**config.mk**
```make
export PLATFORM = sky130hd
export DESIGN_NAME = frame_scanout_reader
export DESIGN_NICKNAME = d
export VERILOG_FILES = /design/src/rtl/fb_pkg.sv /design/src/rtl/scanout_skid_fifo.sv /design/src/rtl/frame_scanout_reader.sv
export SDC_FILE = /design/constraint.sdc
export NUM_CORES = 1
export LEC_CHECK = 0
export CORE_ASPECT_RATIO = 0.6
export CORE_MARGIN = 4
export CORE_UTILIZATION = 51
export CTS_CLUSTER_DIAMETER = 50
export DETAILED_ROUTE_END_ITERATION = 10
export GPL_ROUTABILITY_DRIVEN = 0
export PLACE_DENSITY = 0.86
export SKIP_LAST_GASP = 1
export SYNTH_ARGS = -nofsm -noshare
export SYNTH_HDL_FRONTEND = slang
export SYNTH_SLANG_ARGS = --single-unit
```
**constraint.sdc**
```tcl
create_clock -name clk -period 3.5 [get_ports clk]
set_clock_uncertainty 0.1 [all_clocks]
set_input_delay 0.35 -clock clk [delete_from_list [all_inputs] [get_ports clk]]
set_output_delay 0.35 -clock clk [all_outputs]
set_load 0.02 [all_outputs]
```
**src/rtl/fb_pkg.sv**
```systemverilog
`default_nettype none
// ============================================================================
// Module      : fb_pkg
// Description : Shared frame-buffer geometry, pixel type and scan-state enum.
// Revision    : 1.0
// ============================================================================
package fb_pkg;

    localparam int H_ACTIVE     = 320;
    localparam int V_ACTIVE     = 240;
    localparam int FRAME_PIXELS = H_ACTIVE * V_ACTIVE;
    localparam int ADDR_W       = 17;
    localparam int DATA_W       = 16;

    typedef logic [DATA_W-1:0] rgb565_t;

    typedef enum logic [1:0] {
        S_IDLE  = 2'd0,
        S_SCAN  = 2'd1,
        S_DRAIN = 2'd2
    } scan_state_e;

    // One returned pixel plus its stream markers, as held in the skid FIFO.
    typedef struct packed {
        rgb565_t data;
        logic    sof;
        logic    eol;
        logic    last;
    } scan_beat_t;

endpackage
`default_nettype wire

```
**src/rtl/scanout_skid_fifo.sv**
```systemverilog
`default_nettype none
// ============================================================================
// Module      : scanout_skid_fifo
// Description : Two-entry FIFO absorbing the frame buffer's read latency.
// Revision    : 1.0
// ============================================================================
module scanout_skid_fifo
    import fb_pkg::*;
#(
    parameter int WIDTH = DATA_W + 3
) (
    input  logic             clk,
    input  logic             reset,
    input  logic             push,
    input  logic [WIDTH-1:0] push_data,
    input  logic             pop,
    output logic [WIDTH-1:0] pop_data,
    output logic [1:0]       count
);

    logic [WIDTH-1:0] r_mem [2];
    logic             r_wr_ptr;
    logic             r_rd_ptr;
    logic [1:0]       r_count;
    logic             w_pop_ok;
    logic             w_push_ok;

    assign w_pop_ok  = pop && (r_count != 2'd0);
    assign w_push_ok = push && ((r_count != 2'd2) || w_pop_ok);

    always_ff @(posedge clk) begin
        if (reset) begin
            r_wr_ptr <= 1'b0;
            r_rd_ptr <= 1'b0;
            r_count  <= 2'd0;
        end else begin
            if (w_push_ok) begin
                r_wr_ptr <= ~r_wr_ptr;
            end
            if (w_pop_ok) begin
                r_rd_ptr <= ~r_rd_ptr;
            end
            case ({w_push_ok, w_pop_ok})
                2'b10:   r_count <= r_count + 2'd1;
                2'b01:   r_count <= r_count - 2'd1;
                default: r_count <= r_count;
            endcase
        end
    end

    always_ff @(posedge clk) begin
        if (w_push_ok) begin
            r_mem[r_wr_ptr] <= push_data;
        end
    end

    assign pop_data = r_mem[r_rd_ptr];
    assign count    = r_count;

endmodule
`default_nettype wire

```
**src/rtl/frame_scanout_reader.sv**
```systemverilog
`default_nettype none
// ============================================================================
// Module      : frame_scanout_reader
// Description : Raster read master for the dual frame buffer with
//               frame-boundary front/back buffer swapping.
// Revision    : 1.0
// ============================================================================
module frame_scanout_reader
    import fb_pkg::ADDR_W, fb_pkg::DATA_W, fb_pkg::scan_state_e, fb_pkg::scan_beat_t;
    import fb_pkg::S_IDLE, fb_pkg::S_SCAN, fb_pkg::S_DRAIN;
#(
    parameter int H_ACTIVE = fb_pkg::H_ACTIVE,
    parameter int V_ACTIVE = fb_pkg::V_ACTIVE
) (
    input  logic              clk,
    input  logic              reset,
    input  logic              enable,
    input  logic              swap_req,
    output logic [ADDR_W-1:0] read_addr,
    input  logic [DATA_W-1:0] read_data_a,
    input  logic [DATA_W-1:0] read_data_b,
    output logic              front_sel,
    output logic              back_sel,
    output logic [DATA_W-1:0] m_data,
    output logic              m_valid,
    input  logic              m_ready,
    output logic              m_sof,
    output logic              m_eol,
    output logic              frame_done,
    output logic              swap_ack
);

    localparam int X_W = (H_ACTIVE > 1) ? $clog2(H_ACTIVE) : 1;
    localparam int Y_W = (V_ACTIVE > 1) ? $clog2(V_ACTIVE) : 1;
    localparam int BEAT_W = DATA_W + 3;

    localparam logic [ADDR_W-1:0] c_last_addr = ADDR_W'(H_ACTIVE * V_ACTIVE - 1);
    localparam logic [X_W-1:0]    c_last_x    = X_W'(H_ACTIVE - 1);

    scan_state_e       r_state;
    scan_state_e       w_state_next;

    logic [ADDR_W-1:0] r_addr;
    logic [X_W-1:0]    r_x;
    logic [Y_W-1:0]    r_y;
    logic              r_scan_sel;
    logic              r_front_sel;
    logic              r_swap_pending;
    logic              r_inflight;
    logic              r_inflight_sof;
    logic              r_inflight_eol;
    logic              r_inflight_last;
    logic              r_frame_done;
    logic              r_swap_ack;

    logic              w_issue;
    logic              w_pop;
    logic              w_room;
    logic              w_last_accept;
    logic              w_swap_due;
    logic              w_at_last;
    logic [1:0]        w_fifo_count;
    logic [2:0]        w_occupancy;
    logic [BEAT_W-1:0] w_push_bits;
    logic [BEAT_W-1:0] w_head_bits;
    scan_beat_t        w_push_beat;
    scan_beat_t        w_head;

    // ------------------------------------------------------------------
    // Stream side
    // ------------------------------------------------------------------
    assign w_head        = scan_beat_t'(w_head_bits);
    assign m_valid       = (w_fifo_count != 2'd0);
    assign m_data        = m_valid ? w_head.data : '0;
    assign m_sof         = m_valid && w_head.sof;
    assign m_eol         = m_valid && w_head.eol;
    assign w_pop         = m_valid && m_ready;
    assign w_last_accept = w_pop && w_head.last && (r_state == S_DRAIN);
    assign w_swap_due    = r_swap_pending || swap_req;

    // Reads already issued but not yet accepted may never exceed the FIFO depth.
    assign w_occupancy = {1'b0, w_fifo_count} + {2'b00, r_inflight} - {2'b00, w_pop};
    assign w_room      = (w_occupancy < 3'd2);
    assign w_at_last   = (r_addr == c_last_addr);

    // ------------------------------------------------------------------
    // FSM: state register
    // ------------------------------------------------------------------
    always_ff @(posedge clk) begin
        if (reset) begin
            r_state <= S_IDLE;
        end else begin
            r_state <= w_state_next;
        end
    end

    // ------------------------------------------------------------------
    // FSM: next state
    // ------------------------------------------------------------------
    always_comb begin
        w_state_next = r_state;
        unique case (r_state)
            S_IDLE: begin
                if (enable) begin
                    w_state_next = S_SCAN;
                end
            end
            S_SCAN: begin
                if (w_issue && w_at_last) begin
                    w_state_next = S_DRAIN;
                end
            end
            S_DRAIN: begin
                if (w_last_accept) begin
                    w_state_next = enable ? S_SCAN : S_IDLE;
                end
            end
            default: w_state_next = S_IDLE;
        endcase
    end

    // ------------------------------------------------------------------
    // FSM: outputs. Entering SCAN (from IDLE or at a frame boundary)
    // issues address 0 on the transition edge itself.
    // ------------------------------------------------------------------
    always_comb begin
        w_issue = 1'b0;
        unique case (r_state)
            S_IDLE:  w_issue = enable;
            S_SCAN:  w_issue = w_room;
            S_DRAIN: w_issue = w_last_accept && enable;
            default: w_issue = 1'b0;
        endcase
    end

    // ------------------------------------------------------------------
    // Address generation, return tagging and buffer selection
    // ------------------------------------------------------------------
    always_ff @(posedge clk) begin
        if (reset) begin
            r_addr          <= '0;
            r_x             <= '0;
            r_y             <= '0;
            r_scan_sel      <= 1'b0;
            r_front_sel     <= 1'b0;
            r_swap_pending  <= 1'b0;
            r_inflight      <= 1'b0;
            r_inflight_sof  <= 1'b0;
            r_inflight_eol  <= 1'b0;
            r_inflight_last <= 1'b0;
            r_frame_done    <= 1'b0;
            r_swap_ack      <= 1'b0;
        end else begin
            r_inflight <= w_issue;
            if (w_issue) begin
                r_inflight_sof  <= (r_addr == '0);
                r_inflight_eol  <= (r_x == c_last_x);
                r_inflight_last <= w_at_last;
                if (w_at_last) begin
                    r_addr <= '0;
                    r_x    <= '0;
                    r_y    <= '0;
                end else begin
                    r_addr <= r_addr + 1'b1;
                    if (r_x == c_last_x) begin
                        r_x <= '0;
                        r_y <= r_y + 1'b1;
                    end else begin
                        r_x <= r_x + 1'b1;
                    end
                end
            end

            if ((r_state == S_IDLE) && enable) begin
                r_scan_sel <= r_front_sel;
            end else if (w_last_accept) begin
                r_scan_sel <= r_front_sel ^ w_swap_due;
            end

            r_frame_done   <= w_last_accept;
            r_swap_ack     <= w_last_accept && w_swap_due;
            r_swap_pending <= w_last_accept ? 1'b0 : w_swap_due;
            if (w_last_accept && w_swap_due) begin
                r_front_sel <= ~r_front_sel;
            end
        end
    end

    // ------------------------------------------------------------------
    // Return path
    // ------------------------------------------------------------------
    always_comb begin
        w_push_beat      = '0;
        w_push_beat.data = r_scan_sel ? read_data_b : read_data_a;
        w_push_beat.sof  = r_inflight_sof;
        w_push_beat.eol  = r_inflight_eol;
        w_push_beat.last = r_inflight_last;
    end

    assign w_push_bits = w_push_beat;

    scanout_skid_fifo #(
        .WIDTH     (BEAT_W)
    ) u_skid_fifo (
        .clk       (clk),
        .reset     (reset),
        .push      (r_inflight),
        .push_data (w_push_bits),
        .pop       (w_pop),
        .pop_data  (w_head_bits),
        .count     (w_fifo_count)
    );

    assign read_addr  = r_addr;
    assign front_sel  = r_front_sel;
    assign back_sel   = ~r_front_sel;
    assign frame_done = r_frame_done;
    assign swap_ack   = r_swap_ack;

endmodule
`default_nettype wire
```
# Word level (Yosys, flattened, before mapping)
# Memories as Yosys holds them, arrays and structs flattened. A register that Yosys moved wholly into a read port is not among the register bits.
# Cells that the tools add are included.
[totals]
reg_bits = 41
latch_bits = 0
ramBits = 38
rom_bits = 0
in_bits = 37
wordCells = 75
memories = 1
[op_classes]
add_sub_neg = 6
multipliers = 0
div_mod_pow = 0
order_cmp = 1
eq_ne = 10
shifts = 0
muxes = 18
n_bitwise = 4
n_reduce_logical = 20
[memory_table]
columns = ["memory", "depth", "word_bits", "rd", "rd_ports_with_merged_regs", "wr", "line", "rtl"]
rows = [
  ["u_skid_fifo.r_mem", 2, 19, 1, 1, 1, "scanout_skid_fifo.sv:21", "logic [WIDTH-1:0] r_mem [2];"],
]
[op_table]
columns = ["operator", "n"]
rows = [
  ["$mux 16", 2],
  ["$mux 9", 2],
  ["$add 17x1->17 const B", 1],
  ["$eq 17x17->1 const B", 1],
  ["$logic_not 17->1", 1],
  ["$mux 17", 1],
  ["$logic_and 1x1->1", 11],
  ["$add 9x1->9 const B", 1],
  ["$eq 9x9->1 const B", 1],
  ["$ne 2x2->1 const B", 4],
  ["$mux 1", 7],
  ["$mux 2", 3],
  ["$pmux 2 s3", 1],
  ["$reduce_bool 2->1", 3],
  ["$eq 2x1->1 const B", 2],
  ["$eq 2x2->1 const B", 2],
  ["$pmux 2 s2", 1],
  ["$add 2x1->3", 1],
  ["$lt 3x2->1 const B", 1],
  ["$not 1->1", 3],
  ["$pmux 1 s3", 1],
  ["$reduce_and 3->1", 1],
  ["$sub 3x1->3", 1],
  ["$add 2x1->2 const B", 1],
  ["5 further kinds", 6],
]

# Logic depth before layout (Yosys ltp)
[logic_depth]
ltp_word = 9
mapped_depth = 12

# By module
# Synthesis repeated with hierarchy kept, for this count alone.
[unflattened]
cells_unflattened = 361
area_unflattened_um2 = 3832.4
[by_module_without_submodules]
columns = ["module", "instances", "cells_each", "area_per_inst_um2", "seq_area_each_um2"]
rows = [
  ["frame_scanout_reader", 1, 274, 2218.4, 740.7],
  ["scanout_skid_fifo", 1, 87, 1614.0, 1241.2],
]

# Worst setup path after synthesis
# No wires, ideal clock.
[synth_path]
kind = "reg-to-reg"
from = "register u_skid_fifo.r_count[1] (netlist: u_skid_fifo.count[1])"
to = "register r_addr[15] (netlist: read_addr[15])"
arrival_ns = 2.717
t_required_ns = 3.330
setup_slack_ns = 0.613
stages_incl_launch_ff = 12
synth_period_minus_slack_ns = 2.887
cell_sequence = "dfxtp_1 -> buf_4 -> o21a_1 -> ha_1 -> nand2b_1 -> fa_1 -> xnor2_1 -> a31o_2 -> nor2_2 -> buf_6 -> or4_1 -> a21oi_1"
[synth_via]
elab_chain_len = 6
word_cells_on_any_way = 9
cone_classes = "add/sub (2); order compare (1); mux (1); reduce/logical (5)"
[synth_rtl]
columns = ["item", "line", "rtl"]
rows = [
  ["start: declaration", "scanout_skid_fifo.sv:24", "logic [1:0] r_count;"],
  ["start signal: assignment", "scanout_skid_fifo.sv:44", "2'b10: r_count <= r_count + 2'd1;"],
  ["start signal: assignment", "scanout_skid_fifo.sv:45", "2'b01: r_count <= r_count - 2'd1;"],
  ["start signal: assignment", "scanout_skid_fifo.sv:46", "default: r_count <= r_count;"],
  ["branches (longest 5 deep; another with $add 2x1->3)", "--", ""],
  ["$pmux 1 s3 (*)", "frame_scanout_reader.sv:128", "unique case (r_state)"],
  ["end signal: assignment", "frame_scanout_reader.sv:164", "r_addr <= r_addr + 1'b1;"],
  ["end: declaration", "frame_scanout_reader.sv:43", "logic [ADDR_W-1:0] r_addr;"],
]
# Mark *: on every way between the ends.
# A chain may end at the register's enable or synchronous reset.

# Worst setup path in the final report
[layout_path]
from = "input m_ready"
to = "register r_x[5]"
[layout_via]
elab_chain_len = 5
word_cells_on_any_way = 7
cone_classes = "add/sub (1); order compare (1); mux (1); reduce/logical (4)"
[layout_rtl]
columns = ["item", "line", "rtl"]
rows = [
  ["start: declaration", "frame_scanout_reader.sv:26", "input logic m_ready,"],
  ["$logic_and 1x1->1 (*)", "frame_scanout_reader.sv:77", "assign w_pop = m_valid && m_ready;"],
  ["branches (longest 3 deep; another with $sub 3x1->3)", "--", ""],
  ["$pmux 1 s3 (*)", "frame_scanout_reader.sv:128", ""],
  ["end signal: assignment", "frame_scanout_reader.sv:169", "r_x <= r_x + 1'b1;"],
  ["end: declaration", "frame_scanout_reader.sv:44", "logic [X_W-1:0] r_x;"],
]
# Marks and branches as above.

==> run metrics <==
DR WL/cell=~18 um; clk_lat worst skew=~0.34 ns; Synth Flop Type=dfxtp_1; cell count after synthesis=roughly 350; cell chain of the critical path=clkdlybuf4s50_1, o21a_1, ha_1, nand2b_1, fa_1, xnor2_1, a31o_2, buf_4, o211ai_1, nand2_1, a31oi_1; Reg area=0.00198 mm2; Worst Path Required=3.65 ns; GRT Util Overall=between 20% and 30%; fillers=approximately 470; Slew @ Worst Pin=slightly below 0.9 ns; DRT Pass-1 Iters=5; pin count of the biggest net entering global routing=23; initial DRC count=260; Mapped Area=around 0.0037 mm2; syn avg cell area=10.6 um2; NumNets Final=473; Synth async-reset ratio=0%; initial antenna violation count=0; count leader, synth=nor2_1; Synth cell types=around 50; Peak VDD IR=0.235 mV; post-route ant nets=0; crit path capture type=flop; Post-CTS Hold Buffers=0; Pwr Total=roughly 2.4 mW; hold_ws=around 0.36 ns; Overflow after GRT=0; logic depth of the worst register-to-register path=10; max-slew violation count=0; worst flop-to-flop path startpoint=u_skid_fifo.count[1]$_SDFFE_PP0P_; #FFs+latches synth=80; Cell Area, Placed=roughly 0.0046 mm2; Synth area leaders=edfxtp_1 (31%), dfxtp_1 (23%), mux2_2 (5.8%), mux2i_1 (4.9%), nor2_1 (4.8%); I/O Pins=77; CTS Buffer Depth=2; commonest cells in the synthesized netlist=nor2_1 (47), dfxtp_1 (42), edfxtp_1 (38); root buf cell=clkbuf_16; share of cells above drive strength 1=around 11%; Setup-failing EPs final=0; H-tree depth=3; Yosys top cell by area=edfxtp_1; fin crit share=between 80% and 90%; Critical Path Start=m_ready; Sinks on Clock Net=80; WL final=between 9 and 10 mm; R2R setup slack=approximately 0.47 ns; Die H=approximately 74 um; core area=0.00685 mm2; type of origin of the critical path=primary input; Max-slew headroom=42.0%; Syn Nets=between 300 and 400; Worst Setup Slack, final=0.445 ns; Crit Path Max Fanout=8; Tmin final=between 3 and 4 ns; RSZ-0062 raised after global routing=false; first-pass GRT wire length=between 10 and 15 mm; Worst R2R End=r_x[5]$_SDFFE_PP0P_; worst hold path class=flop to flop; Fin. Hold Viols=0; antenna cell count=0; status=complete, no violations; num rows=23; Initial Util=a little over half; leakage power=around 1.7 nW; EDFF count, synth=38; post-route cell area=0.00489 mm2; die width=around 120 um; Levels on crit path=11; vias in the first global route=between 2000 and 3000; WP buf/inv=2; vias per cell=approximately 5.9; pwr dens=486 mW/mm2; Yosys top cell area share=between 30% and 40%; Worst path max stage delay=0.52 ns; drt drc=0; Layout area overhead=32.0%; Max Cap Viol=0; Post-CTS Setup Bufs=0; CTS Buf Count=9; Seq/Total Area, Yosys=between 50% and 60%; total negative slack=0 ns; area of the multi-input gates=0.00160 mm2; critical path arrival=3.21 ns; post-detail-place hpwl=6.39 mm; vias=3062; CP max stage cell=clkdlybuf4s50_1; Worst-path clk slew=0.06 ns; Resized Gates After CTS=0; YS warnings=0; CP Capture Point=r_x[5]$_SDFFE_PP0P_; Place WS=between 0.1 and 0.15 ns; Max Clk Rate=about 330 MHz; critical path's top delay family=compound AO/OA/AOI/OAI gates; port buffer count=76; Die Area=a little under 0.009 mm2; CTS tree=built; critical path class=primary input to flop
==> metal layers <==
layer  vias to the layer above  part of all wire, %  global-route usage [%]
met3                        17                  7.7                    7.67
met5                         -                    0                       0
li1                       1440                    -                       -
met1                      1470                   44                    26.7
met2                       135                   47                    34.2
met4                         0                  1.5                    6.88
==> where the power goes <==
part           switching (mW)  internal (mW)
combinational           0.171          0.151
sequential             0.0247           1.03
clock                   0.370          0.628
total                   0.565           1.81
==> worst reg2reg max path, delay by kind of cell, from the launching register on <==
kind / cells / cell delay [ns]
xor gates and xnor gates: 1 / 0.15
and+or+nand+nor: 2 / 0.35
AOI/OAI and AO/OA: 4 / 1.09
DFF: 1 / 0.48
adders and majority gates: 2 / 0.62
buffers and inverters: 1 / 0.17
==> metrics by stage <==
stage | util [%] | cells
3_5_place_dp | 66.6 | 507
4_1_cts | 71.4 | 523
5_1_grt | 71.4 | 523
3_3_place_gp | 66.6 | 507
2_1_floorplan | - | 351
6_report | 71.4 | 523
==> flip-flops by register name (all words and copies together), names as in the netlist, 2 cells and up, named ones only <==
signal,flops
u_skid_fifo.count,2
u_skid_fifo.r_mem,38
r_state,2
r_x,9
read_addr,17
==> area by class of cell <==
class	count	area share, %
flip-flops and latches	80	40.6
repair buffers	84	17.1
clock inverters	6	1.92
multi-input cells	244	32.6
well taps	87	2.23
clock buffers	10	4.69
inverters	12	0.922
==> worst min path at each step <==
stage | from | endpoint | slack, ns | cells after the start
CTS | r_inflight_sof$_SDFFE_PP0P_ | u_skid_fifo.r_mem[0][2]$_DFFE_PP_ | 0.36 | 0
floorplan | r_inflight_last$_SDFFE_PP0P_ | u_skid_fifo.r_mem[0][0]$_DFFE_PP_ | 0.33 | 0
global placement | r_inflight_sof$_SDFFE_PP0P_ | u_skid_fifo.r_mem[1][2]$_DFFE_PP_ | 0.34 | 0
global route | r_inflight_sof$_SDFFE_PP0P_ | u_skid_fifo.r_mem[0][2]$_DFFE_PP_ | 0.37 | 0
finish | r_inflight_sof$_SDFFE_PP0P_ | u_skid_fifo.r_mem[0][2]$_DFFE_PP_ | 0.36 | 0
detailed placement | r_inflight_sof$_SDFFE_PP0P_ | u_skid_fifo.r_mem[0][2]$_DFFE_PP_ | 0.34 | 0
==> kinds of logic after synthesis <==
group | share of synthesized area [%]
buffers and inverters | 3.41
XOR/XNOR | 2.60
adder cells (fa/ha/maj) | 1.89
multiplexers | 11.0
AO/OA/AOI/OAI | 9.63
flip-flops | 53.5
AND/OR/NAND/NOR | 17.9
==> cell usage in the layout (no fill, tap or decap), types with 2 or more instances in the layout <==
cell type / count
inv_1: 12
nor2_1: 47
edfxtp_1: 38
a31o_2: 3
nand2_1: 24
o21ai_0: 11
nor4_1: 7
xor2_1: 5
nand4_1: 7
bufinv_16: 2
ha_1: 4
dfxtp_1: 42
o211ai_1: 2
buf_4: 7
nor3_1: 6
or3_1: 4
nand3_1: 13
clkdlybuf4s50_1: 76
o2111ai_1: 2
a31oi_1: 4
xnor2_1: 6
o31ai_1: 4
a21oi_1: 21
a21o_1: 2
and3_1: 3
clkbuf_16: 9
or3b_1: 3
mux2i_1: 18
or4_1: 3
clkinv_4: 3
nor2b_1: 2
nand2b_1: 3
and4b_1: 2
or2_2: 2
nor3b_1: 2
mux2_2: 19
Note: power is estimated with default switching activity, not from simulation.
